File: config.mk
export PLATFORM = sky130hd
export DESIGN_NAME = prog_loader
export DESIGN_NICKNAME = d
export VERILOG_FILES = /design/src/rtl/prog_loader.sv
export SDC_FILE = /design/constraint.sdc
export NUM_CORES = 1
export LEC_CHECK = 0
export CORE_UTILIZATION = 54
export DETAILED_ROUTE_END_ITERATION = 7
export HOLD_SLACK_MARGIN = 0.06
export PLACE_DENSITY = 0.94
export SLEW_MARGIN = 20
export SYNTH_ARGS = -nofsm -noshare
export SYNTH_HDL_FRONTEND = slang
export SYNTH_SLANG_ARGS = --single-unit
File: constraint.sdc
create_clock -name clk -period 5.41 [get_ports clk]
set_input_delay 0.8115 -clock clk [delete_from_list [all_inputs] [get_ports clk]]
set_output_delay 0.8115 -clock clk [all_outputs]
set_load 0.005 [all_outputs]
File: src/rtl/prog_loader.sv
// prog_loader: streams a host image into memory, optionally verifies a read-back checksum, then releases the core.
// Optional read-back verify is enabled by defining LOADER_VERIFY_EN.
module prog_loader #(
  parameter int ADDR_W = 16,
  parameter int DATA_W = 8
) (
  input  logic              clk,
  input  logic              reset_n,
  input  logic              start,
  input  logic [ADDR_W-1:0] base_addr,
  input  logic [ADDR_W-1:0] length,
  input  logic [DATA_W-1:0] s_data,
  input  logic              s_valid,
  output logic              s_ready,
  output logic [ADDR_W-1:0] mem_addr,
  output logic [DATA_W-1:0] mem_din,
  output logic              mem_we,
  input  logic [DATA_W-1:0] mem_dout,
  output logic              bus_own,
  output logic              core_reset_n,
  output logic              trigger_program,
  output logic              busy,
  output logic              done,
  output logic              err
);
  typedef enum logic [2:0] {IDLE, LOAD, VERIFY, RELEASE, DONE, ERROR} state_t;
  state_t state, state_nx;
  logic [ADDR_W-1:0] base_r, len_r, count, count_nx;
  logic trig_r, hs, go, last;
  assign go = start && (state == IDLE || state == DONE || state == ERROR);
  assign last = count == len_r;
  assign s_ready = state == LOAD && count < len_r;
  assign hs = s_valid && s_ready;
  assign mem_we = hs;
  assign mem_addr = base_r + count;
  assign mem_din = hs ? s_data : '0;
  assign bus_own = state == LOAD || state == VERIFY;
  assign core_reset_n = state == RELEASE || state == DONE;
  assign busy = state == LOAD || state == VERIFY || state == RELEASE;
  assign done = state == DONE;
  assign trigger_program = trig_r;
`ifdef LOADER_VERIFY_EN
  logic [DATA_W-1:0] sum, rsum, rsum_nx;
  // read data lags its address by one cycle, so count==0 has nothing to accumulate yet
  assign rsum_nx = rsum + ((state == VERIFY && count != '0) ? mem_dout : '0);
  assign err = state == ERROR;
  always_ff @(posedge clk or negedge reset_n)
    if (!reset_n) begin
      sum  <= '0;
      rsum <= '0;
    end else begin
      sum  <= go ? '0 : (hs ? sum + s_data : sum);
      rsum <= go ? '0 : rsum_nx;
    end
`else
  logic unused_dout;
  assign unused_dout = ^mem_dout;
  assign err = 1'b0;
`endif
  always_comb begin
    state_nx = state;
    count_nx = count;
    if (go) begin
      state_nx = LOAD;
      count_nx = '0;
    end else if (state == LOAD) begin
      count_nx = last ? '0 : count + ADDR_W'(hs);
`ifdef LOADER_VERIFY_EN
      state_nx = last ? VERIFY : LOAD;
`else
      state_nx = last ? RELEASE : LOAD;
`endif
`ifdef LOADER_VERIFY_EN
    end else if (state == VERIFY) begin
      count_nx = count + 1'b1;
      state_nx = !last ? VERIFY : (rsum_nx == sum ? RELEASE : ERROR);
`endif
    end else if (state == RELEASE) begin
      state_nx = DONE;
    end
  end
  always_ff @(posedge clk or negedge reset_n)
    if (!reset_n) begin
      state  <= IDLE;
      count  <= '0;
      base_r <= '0;
      len_r  <= '0;
      trig_r <= 1'b0;
    end else begin
      state  <= state_nx;
      count  <= count_nx;
      base_r <= go ? base_addr : base_r;
      len_r  <= go ? length : len_r;
      trig_r <= state == RELEASE;
    end
endmodule

# Word-level counts from Yosys, hierarchy flattened
# Cells that the tools add are included.
[op_classes] n_reduce_logical=11 mux=8 n_lt_le_gt_ge=1 eq_ne=6 n_addsub=2
[ops] operator="16-bit two-way mux" n=3
[ops] operator="16-bit by 1-bit adder with 16-bit output" n=1
[ops] operator="16-bit adder" n=1
[ops] operator="16-bit == test" n=1
[ops] operator="16-bit less-than comparator" n=1
[ops] operator="3-bit two-way mux" n=3
[ops] operator="8-bit two-way mux" n=1
[ops] operator="3-bit by 2-bit == test with 1-bit output, second input constant" n=2
[ops] operator="3-bit == test, second input constant" n=2
[ops] operator="1-bit logical OR" n=5
[ops] operator="3-bit by 1-bit == test with 1-bit output, second input constant" n=1
[ops] operator="1-bit logical AND" n=3
[ops] operator="3-bit zero test" n=1
[ops] operator="3-bit nonzero test" n=1
[ops] operator="2-bit two-way mux" n=1
[ops] operator="2-bit nonzero test" n=1
[word_totals] output_inout_bits=32 register_bits=52 input_bits=52 elab_cells=33

# Depth between registers and ports, before layout
# Gate-level depths: netlist of run 1.
[depth] word_depth=7 depth_mapped=13 ltp_nobuf=13

# Worst setup path after synthesis of run 1
# OpenSTA, ideal clock, no wires.
[synth_timing] kind="flip-flop to flip-flop" startpoint="reg count[13]" endpoint="reg count[10]" path_stages_with_launch=13 required_ns=5.291 setup_time_ns=0.119 arrival_time_ns=3.165 slack_ns=2.126 path_buffers=0 path_cell_list="dfrtp_1 ha_1 a21o_1 a21o_1 a2111oi_4 nand2_1 nor4_1 ha_1 nand2_1 a2111oi_4 nand4_1 xor2_1 nor2_2"
[synth_between] elab_chain_cells=7 word_cells_on_any_way=8 cone_classes="add/sub (1); order compare (1); eq/ne (1); mux (3); reduce/logical (2)"
[synth_lines] item="from (decl)" line="28" source="logic [ADDR_W-1:0] base_r, len_r, count, count_nx;"
[synth_lines] item="from (signal assigned)" line="91" source="count <= count_nx;"
[synth_lines] item="16-bit less-than comparator" line="32" source="assign s_ready = state == LOAD && count < len_r;"
[synth_lines] item="1-bit logical AND" line="32"
[synth_lines] item="1-bit logical AND" line="33" source="assign hs = s_valid && s_ready;"
[synth_lines] item="net mem_we" line="17" source="output logic mem_we,"
[synth_lines] item="16-bit by 1-bit adder with 16-bit output" line="67" source="count_nx = last ? '0 : count + ADDR_W'(hs);"
[synth_lines] item="16-bit two-way mux" line="67"
[synth_lines] item="16-bit two-way mux" line="66" source="end else if (state == LOAD) begin"
[synth_lines] item="16-bit two-way mux" line="63" source="if (go) begin"
# The timed path passes the listed nets, and every way through them passes these cells. The select of a mux whose other input is x is not followed.
# A chain may end at the register's enable or synchronous reset.

# Worst setup path in the final report of run 1
[layout_timing] startpoint="reg count[9]" endpoint="out mem_we"
[layout_between] elab_chain_cells=3
[layout_lines] item="16-bit less-than comparator" line="32"
[layout_lines] item="1-bit logical AND" line="32"
[layout_lines] item="1-bit logical AND" line="33"
[layout_lines] item="to (decl)" line="17"
# No other way between the ends.

==> results of run 1 <==
## cell usage after synthesis, drive strengths merged, types with 3 or more instances
cell | instances | share of area
nand2 | 34 | 0.036
a211oi | 3 | 0.0064
nor3 | 13 | 0.023
and2 | 4 | 0.0075
a21oi | 16 | 0.023
inv | 28 | 0.030
nor4 | 4 | 0.0089
xor2 | 14 | 0.035
mux2 | 16 | 0.051
a21o | 9 | 0.019
nand4 | 10 | 0.018
ha | 33 | 0.12
buf | 10 | 0.017
xnor2 | 15 | 0.037
o21ai | 26 | 0.037
a2111oi | 3 | 0.020
a311o | 3 | 0.0085
dfrtp | 52 | 0.37
o21a | 5 | 0.011
o2111ai | 8 | 0.020
nand3 | 11 | 0.016
nor2 | 29 | 0.034
## flip-flops by register name, summed over array words and instances, names as in the netlist
name	flops
count	16
base_r	16
state	3
trigger_program	1
len_r	16
## routing by layer
layer,routed length (um),share of wire,global-route usage
met5,0,0,0
met1,3410,0.43,0.301
met2,4020,0.50,0.427
met4,138,0.017,0.0925
met3,446,0.056,0.0507
## cell families (layout without fill, tap and decap cells)
group,Yosys count,after routing,share of synthesized area
AND/OR/NAND/NOR,117,117,0.167
AO/OA/AOI/OAI,81,81,0.163
flip-flops,52,52,0.369
buffers and inverters,40,111,0.0486
adder cells (fa/ha/maj),34,34,0.123
XOR/XNOR,29,29,0.0720
multiplexers,18,18,0.0568
other,1,1,0.00106
## worst paths after layout
check	start	slack, ns	endpoint	cells after the start
min in group asynchronous	reset_n	0.60	trigger_program$_DFF_PN0_	2
max in group asynchronous	reset_n	4.37	base_r[5]$_DFFE_PN0P_	2
worst max register to register	count[9]$_DFFE_PN0N_	1.51	count[10]$_DFFE_PN0N_	12
worst max-delay path	count[9]$_DFFE_PN0N_	1.26	mem_we	7
worst min register to register	base_r[3]$_DFFE_PN0P_	0.53	base_r[3]$_DFFE_PN0P_	1
worst min-delay path	base_r[3]$_DFFE_PN0P_	0.53	base_r[3]$_DFFE_PN0P_	1
## final cells by class
type / instances / area, um^2 / area share
Clock buffer: 7 / 96.3 / 0.0219
Multi-Input combinational cell: 280 / 2060 / 0.467
Sequential cell: 52 / 1300 / 0.295
Tap cell: 77 / 96.3 / 0.0219
Inverter: 28 / 105 / 0.0238
Timing Repair Buffer: 76 / 751 / 0.170
## report_power, final
part	leakage, nW	internal (mW)	switching [mW]
registers	0.645	0.426	0.0574
clock network	0.0503	0.114	0.129
logic	1.35	0.246	0.195
total	2.05	0.787	0.381
## stage by stage
stage          cells  total power [mW]  hold WS (ns)
2_1_floorplan    372             0.725         0.487
3_3_place_gp     513             0.903         0.495
6_report         520              1.17         0.527
3_5_place_dp     513             0.930         0.508
5_1_grt          520              1.25         0.549
4_1_cts          520              1.17         0.529
==> run_results.csv, run 1 <==
group,metric,value,unit
place,preCtsSetupSlack,1.54,ns
floorplan,initial_core_util,0.558,
synthesis,syn_avg_cell_area,9.48,um^2
finish,num_antenna_cells,0,
setup_path,crit_slowest_cell,"clkdlybuf4s50_1",
grt,grt_max_degree,53,
floorplan,rows,29,
sta,fin_crit,4.15,ns
clock_tree,clk_pin_slew_worst_paths,0.09,ns
sta,tightest_slew,0.949,ns
flow_run,cap_violations,0,
synthesis,ys_ff_latch,52,
route,antenna_left,0,
synthesis,ys_types,48,
floorplan,die_w,82.8,um
route,first_pass_iters,4,
place,io_buffer_count,74,
route,drt-wirelength-per-cell,15.4,um
grt,grt_pass1_vias,3127,
sta,drv_slew,0,
clock_tree,cts_hold_buf,0,
sta,setup_viol,0,
finish,stdcell_area,4410,um^2
finish,final_cell_mix,"73 x clkdlybuf4s50_1, 52 x dfrtp_1, 34 x nand2_1",
power_and_ir_drop,p_leak,2.05,nW
power_and_ir_drop,vdd_drop_max,0.000240,V
grt,grt_pass1_wl,13900,um
setup_path,critPathTopFamily,"compound AO/OA/AOI/OAI gates",
setup_path,max_stage_delay,0.63,ns
route,drt_iter0_drc,163,
synthesis,synth_edf_count,0,
finish,syn_to_final_growth,25.1,%
grt,overflow,0,
place,gp_congestion,0.926,
clock_tree,cts_tree,"built",
floorplan,die_h,82.8,um
setup_path,cp_data_arrival_time,3.34,ns
grt,antenna_found_initial,0,
setup_path,path_buf_inv,1,
setup_path,path_max_fanout,9,
sta,fin_setup_tns,0,ns
sta,slew_headroom,0.366,
synthesis,ys_seq_area_frac,0.369,
sta,setup_ws,1.26,ns
clock_tree,worstSkewPairLatency,0.31,ns
clock_tree,cts_max_path_buffers,2,
place,placed_area,4310,um^2
synthesis,async_reset_ff_frac,1.00,
clock_tree,cts_root_buf,"clkbuf_8",
route,drc_errors,0,
setup_path,critPathLaunchType,"flop",
setup_path,cp.required,4.60,ns
floorplan,die_area,6860,um^2
clock_tree,cts_sinks,52,
sta,hold_violations,0,
route,vias,3045,
finish,n_fill_cell,480,
synthesis,synth_flop_cell,"dfrtp_1",
clock_tree,htree_levels,2,
sta,rsz0062_at_grt,"no",
hold_path,hold_class,"flop to flop",
power_and_ir_drop,powerDensity,265,nW/um^2
place,dpl.hpwl,6210,um
synthesis,syn-cell-area,3530,um^2
sta,clock_skew,0.00858,ns
finish,final_common_cell,"clkdlybuf4s50_1",
grt,grt_usage,0.246,
route,viasPerCell,5.86,
clock_tree,post-cts-setup-buffer-count,0,
sta,period_share,0.767,
finish,final_layout_size_suffix_gt1_frac,0.0971,
setup_path,cp-end-kind,"primary output",
finish,post-route-util,0.698,
finish,nets,529,
status,status,"completed",
setup_path,crit_top_cell,"a21o_1",
floorplan,ios,84,
sta,fmax,241,MHz
route,routed_wirelength,8010,um
synthesis,ys_warn_count,0,
synthesis,syn-num-nets,458,
clock_tree,cts_resized,0,
floorplan,coreArea,6310,um^2
clock_tree,numCtsBuffers,5,
setup_path,path_class,"flop to primary output",
setup_path,path_cells,"ha_1 -> a21o_1 -> a21o_1 -> a21oi_1 -> nor2_1 -> nor4_1 -> clkdlybuf4s50_1",
synthesis,synthCells,372,
(Power assumes the default switching activity.)
==> run 2, diff against run 1 <==
--- a/config.mk
+++ b/config.mk
@@ -5,10 +5,10 @@
 export SDC_FILE = /design/constraint.sdc
 export NUM_CORES = 1
 export LEC_CHECK = 0
-export CORE_UTILIZATION = 54
+export CORE_UTILIZATION = 51
 export DETAILED_ROUTE_END_ITERATION = 7
 export HOLD_SLACK_MARGIN = 0.06
-export PLACE_DENSITY = 0.94
+export PLACE_DENSITY = 0.9
 export SLEW_MARGIN = 20
 export SYNTH_ARGS = -nofsm -noshare
 export SYNTH_HDL_FRONTEND = slang
==> constraint.sdc (replaced) <==
create_clock -name clk -period 4.3 [get_ports clk]
set_input_delay 0.645 -clock clk [delete_from_list [all_inputs] [get_ports clk]]
set_output_delay 0.645 -clock clk [all_outputs]
set_load 0.005 [all_outputs]
==> run_results.csv, run 2 (synthesized netlist as in run 1, its figures left out) <==
group,metric,value,unit
status,status,"completed",
grt,grt_pass1_wl,13700,um
floorplan,ios,84,
setup_path,path_max_fanout,10,
grt,grt_max_degree,53,
sta,hold_violations,0,
setup_path,path_class,"flop to primary output",
sta,clock_skew,0.00703,ns
setup_path,max_stage_delay,0.64,ns
clock_tree,cts_sinks,52,
finish,final_cell_mix,"73 x clkdlybuf4s50_1, 52 x dfrtp_1, 34 x nand2_1",
sta,drv_slew,0,
floorplan,die_w,85.1,um
setup_path,cp-end-kind,"primary output",
finish,syn_to_final_growth,25.8,%
setup_path,critPathLaunchType,"flop",
finish,final_common_cell,"clkdlybuf4s50_1",
route,routed_wirelength,8320,um
setup_path,cp.required,3.65,ns
finish,nets,531,
sta,fin_crit,3.91,ns
setup_path,critPathTopFamily,"compound AO/OA/AOI/OAI gates",
clock_tree,cts_hold_buf,0,
sta,slew_headroom,0.450,
route,vias,3089,
route,drt_iter0_drc,151,
clock_tree,cts_max_path_buffers,2,
route,drt-wirelength-per-cell,15.9,um
route,viasPerCell,5.91,
grt,grt_usage,0.238,
power_and_ir_drop,p_leak,2.06,nW
place,gp_congestion,0.949,
floorplan,die_area,7250,um^2
setup_path,path_cells,"ha_1 -> a21o_1 -> a21o_1 -> a2111oi_4 -> nand2_1 -> nor4_1 -> clkdlybuf4s50_1",
sta,tightest_slew,0.822,ns
finish,final_layout_size_suffix_gt1_frac,0.101,
clock_tree,worstSkewPairLatency,0.31,ns
route,first_pass_iters,4,
clock_tree,htree_levels,2,
power_and_ir_drop,powerDensity,340,nW/um^2
setup_path,crit_top_cell,"a21o_1",
clock_tree,cts_tree,"built",
floorplan,coreArea,6490,um^2
finish,fin_cells,523,
floorplan,rows,29,
place,dp_cells,515,
setup_path,crit_slowest_cell,"clkdlybuf4s50_1",
clock_tree,post-cts-setup-buffer-count,0,
sta,fin_setup_tns,0,ns
flow_run,cap_violations,0,
floorplan,die_h,85.1,um
hold_path,hold_class,"primary input to asynchronous set/reset pin",
setup_path,path_buf_inv,1,
sta,period_share,0.910,
power_and_ir_drop,power.total,1.51,mW
place,preCtsSetupSlack,0.560,ns
finish,post-route-util,0.683,
route,antenna_left,0,
power_and_ir_drop,vdd_drop_max,0.000177,V
finish,num_antenna_cells,0,
clock_tree,clk_pin_slew_worst_paths,0.09,ns
finish,reg_top3,"base_r: 16 flops, count: 16 flops, len_r: 16 flops",
grt,antenna_found_initial,0,
sta,setup_viol,0,
floorplan,initial_core_util,0.543,
grt,overflow,0,
sta,rsz0062_at_grt,"no",
clock_tree,cts_resized,0,
place,io_buffer_count,74,
sta,fmax,256,MHz
setup_path,cp_data_arrival_time,3.27,ns
clock_tree,numCtsBuffers,5,
sta,setup_ws,0.387,ns
place,dpl.hpwl,6340,um
route,drc_errors,0,
grt,grt_pass1_vias,3077,
clock_tree,cts_root_buf,"clkbuf_8",
-- run 2: final cells by class --
type                       instances  area [um^2]
sequential                        52         1300
clock inverter                     2         35.0
multi-input combinational        280         2060
timing repair buffer              78          766
fill                             501         2060
clock buffer                       6         72.6
inverter                          28          105
tap                               77         96.3
-- run 2: report_power, final --
group,switching [mW],internal (mW)
Combinational,0.252,0.309
Sequential,0.0779,0.536
Clock,0.162,0.173
-- run 2: stage by stage --
stage	instance area [um^2]	hold slack [ns]
5_1_grt	4440	0.510
4_1_cts	4440	0.466
2_1_floorplan	3530	0.349
3_3_place_gp	4330	0.497
3_5_place_dp	4330	0.506
6_report	4440	0.425
-- run 2: path summary, 6_finish.rpt --
kind	end	cells after the start	slack, ns	startpoint
worst max-delay path	mem_we	7	0.39	count[13]$_DFFE_PN0N_
worst min register to register	base_r[8]$_DFFE_PN0P_	1	0.52	base_r[8]$_DFFE_PN0P_
max in group asynchronous	count[0]$_DFFE_PN0N_	2	3.42	reset_n
min in group clk	base_r[8]$_DFFE_PN0P_	1	0.52	base_r[8]$_DFFE_PN0P_
worst max register to register	count[10]$_DFFE_PN0N_	12	0.50	count[13]$_DFFE_PN0N_
worst min-delay path	state[2]$_DFFE_PN0P_	2	0.43	reset_n
-- run 2: worst register-to-register path, cell delays in order, from the launching register on --
cell	delay (ns)
dfrtp_1	0.44
ha_1	0.32
a21o_1	0.16
a21o_1	0.20
a2111oi_4	0.60
nand2_1	0.10
nor4_1	0.51
ha_1	0.30
nand2_1	0.11
a2111oi_4	0.52
nand4_1	0.19
xor2_1	0.20
nor2_2	0.04
-- run 2: per-layer routing --
metal  wire length (um)  up-vias  track usage
met1               3550     1500        0.278
met5                  0        -            0
met3                479       16       0.0545
met2               4160      102        0.426
met4                135        0       0.0894
li1                   -     1471            -
==> run 3, diff against run 2 <==
--- a/config.mk
+++ b/config.mk
@@ -7,9 +7,10 @@
 export LEC_CHECK = 0
 export CORE_UTILIZATION = 51
 export DETAILED_ROUTE_END_ITERATION = 7
+export GPL_ROUTABILITY_DRIVEN = 0
+export GPL_TIMING_DRIVEN = 0
 export HOLD_SLACK_MARGIN = 0.06
 export PLACE_DENSITY = 0.9
-export SLEW_MARGIN = 20
 export SYNTH_ARGS = -nofsm -noshare
 export SYNTH_HDL_FRONTEND = slang
 export SYNTH_SLANG_ARGS = --single-unit
==> run_results.csv, run 3 (synthesized netlist as in run 1, its figures left out) <==
group,metric,value,unit
status,status,"completed",
power_and_ir_drop,pwr-share-clk,0.233,
power_and_ir_drop,pwr-share-seq,0.395,
finish,final_layout_size_suffix_gt1_frac,0.112,
route,drc_errors,0,
clock_tree,cts_hold_buf,0,
floorplan,die_area,7250,um^2
power_and_ir_drop,swShare,0.320,
floorplan,coreArea,6490,um^2
finish,n_fill_cell,491,
sta,period_share,0.951,
finish,post-route-util,0.691,
finish,seqCellArea,1300,um^2
sta,rsz0062_at_grt,"no",
power_and_ir_drop,vdd_drop_max,0.000177,V
route,first_pass_iters,6,
clock_tree,clk_pin_slew_worst_paths,0.09,ns
finish,final_cell_mix,"72 x clkdlybuf4s50_1, 52 x dfrtp_1, 34 x nand2_1",
power_and_ir_drop,internal_power,1.04,mW
power_and_ir_drop,p_leak,2.11,nW
sta,setup_viol,0,
clock_tree,worstSkewPairLatency,0.31,ns
place,placed_area,4370,um^2
clock_tree,post-cts-setup-buffer-count,0,
grt,overflow,0,
floorplan,initial_core_util,0.543,
setup_path,critPathLaunchType,"flop",
setup_path,path_max_fanout,9,
sta,tightest_slew,0.991,ns
clock_tree,cts_root_buf,"clkbuf_8",
route,antenna_left,0,
finish,syn_to_final_growth,27.3,%
grt,grt_usage,0.245,
grt,grt_pass1_vias,3084,
setup_path,cp.required,3.65,ns
floorplan,rows,29,
floorplan,ios,84,
sta,fmax,245,MHz
finish,multi_input_area,2050,um^2
grt,antenna_found_initial,0,
sta,fin_setup_tns,0,ns
clock_tree,cts_resized,0,
sta,fin_crit,4.09,ns
place,io_buffer_count,73,
finish,num_antenna_cells,0,
clock_tree,htree_levels,2,
floorplan,die_w,85.1,um
finish,final_common_cell,"clkdlybuf4s50_1",
route,vias,3154,
clock_tree,cts_sinks,52,
setup_path,cp_data_arrival_time,3.44,ns
route,viasPerCell,5.94,
sta,clock_skew,0.00477,ns
finish,stdcell_area,4490,um^2
finish,nets,539,
power_and_ir_drop,powerDensity,340,nW/um^2
place,dpl.hpwl,6690,um
place,preCtsSetupSlack,0.347,ns
setup_path,cp-end-kind,"primary output",
flow_run,cap_violations,0,
sta,setup_ws,0.213,ns
clock_tree,cts_tree,"built",
grt,grt_pass1_wl,14100,um
power_and_ir_drop,p_switching,0.489,mW
finish,fin_cells,531,
route,drt_iter0_drc,93,
floorplan,die_h,85.1,um
sta,hold_violations,0,
power_and_ir_drop,p_comb_frac,0.372,
finish,reg_top3,"base_r: 16 flops, count: 16 flops, len_r: 16 flops",
place,dp_cells,523,
sta,slew_headroom,0.338,
clock_tree,numCtsBuffers,5,
route,drt-wirelength-per-cell,16.1,um
sta,drv_slew,0,
route,routed_wirelength,8540,um
hold_path,hold_class,"primary input to asynchronous set/reset pin",
grt,grt_max_degree,34,
clock_tree,cts_max_path_buffers,2,
setup_path,path_class,"flop to primary output",
## run 3: cell type report
class,count,area share
buffer,12,0.0148
clock buffer,6,0.0184
clock inverter,2,0.00864
inverter,28,0.0234
multi-input combinational,280,0.457
sequential,52,0.290
tap,77,0.0215
timing repair buffer,74,0.166
## run 3: worst max-delay path: stages, from the launching register on
cell and delay [ns]:
dfrtp_1 0.48, ha_1 0.32, a21o_1 0.16, a21o_1 0.17, a21oi_1 0.57, nor2_1 0.14, nor4_1 0.64, clkdlybuf4s50_1 0.64
## run 3: worst paths after layout
kind,slack [ns],start,to,cells past startpoint
min in group clk,0.52,base_r[12]$_DFFE_PN0P_,base_r[12]$_DFFE_PN0P_,1
max reg2reg,0.23,count[9]$_DFFE_PN0N_,count[10]$_DFFE_PN0N_,12
min reg2reg,0.52,base_r[12]$_DFFE_PN0P_,base_r[12]$_DFFE_PN0P_,1
max in group asynchronous,3.49,reset_n,len_r[12]$_DFFE_PN0P_,2
max,0.21,count[9]$_DFFE_PN0N_,mem_we,7
min,0.28,reset_n,trigger_program$_DFF_PN0_,1
## run 3: routing by layer
metal | up-vias | track usage | share of wire
li1 | 1490 | - | -
met1 | 1524 | 0.301 | 0.44
met2 | 120 | 0.437 | 0.48
met3 | 20 | 0.0447 | 0.056
met4 | 0 | 0.0786 | 0.019
met5 | - | 0 | 0
## run 3: power by group through the flow
stage | combinational, mW | sequential (mW) | clock, mW
finish | 0.569 | 0.603 | 0.357
global route | 0.622 | 0.610 | 0.381
CTS | 0.567 | 0.602 | 0.361
detailed placement | 0.562 | 0.612 | 0
global placement | 0.534 | 0.608 | 0
floorplan | 0.324 | 0.589 | 0
## run 3: through the flow
| stage | hold slack, ns | total power, mW |
|---|---|---|
| after global routing | 0.310 | 1.61 |
| after floorplan | 0.349 | 0.912 |
| after global placement | 0.497 | 1.14 |
| final | 0.277 | 1.53 |
| after CTS | 0.290 | 1.53 |
| after detailed placement | 0.506 | 1.17 |
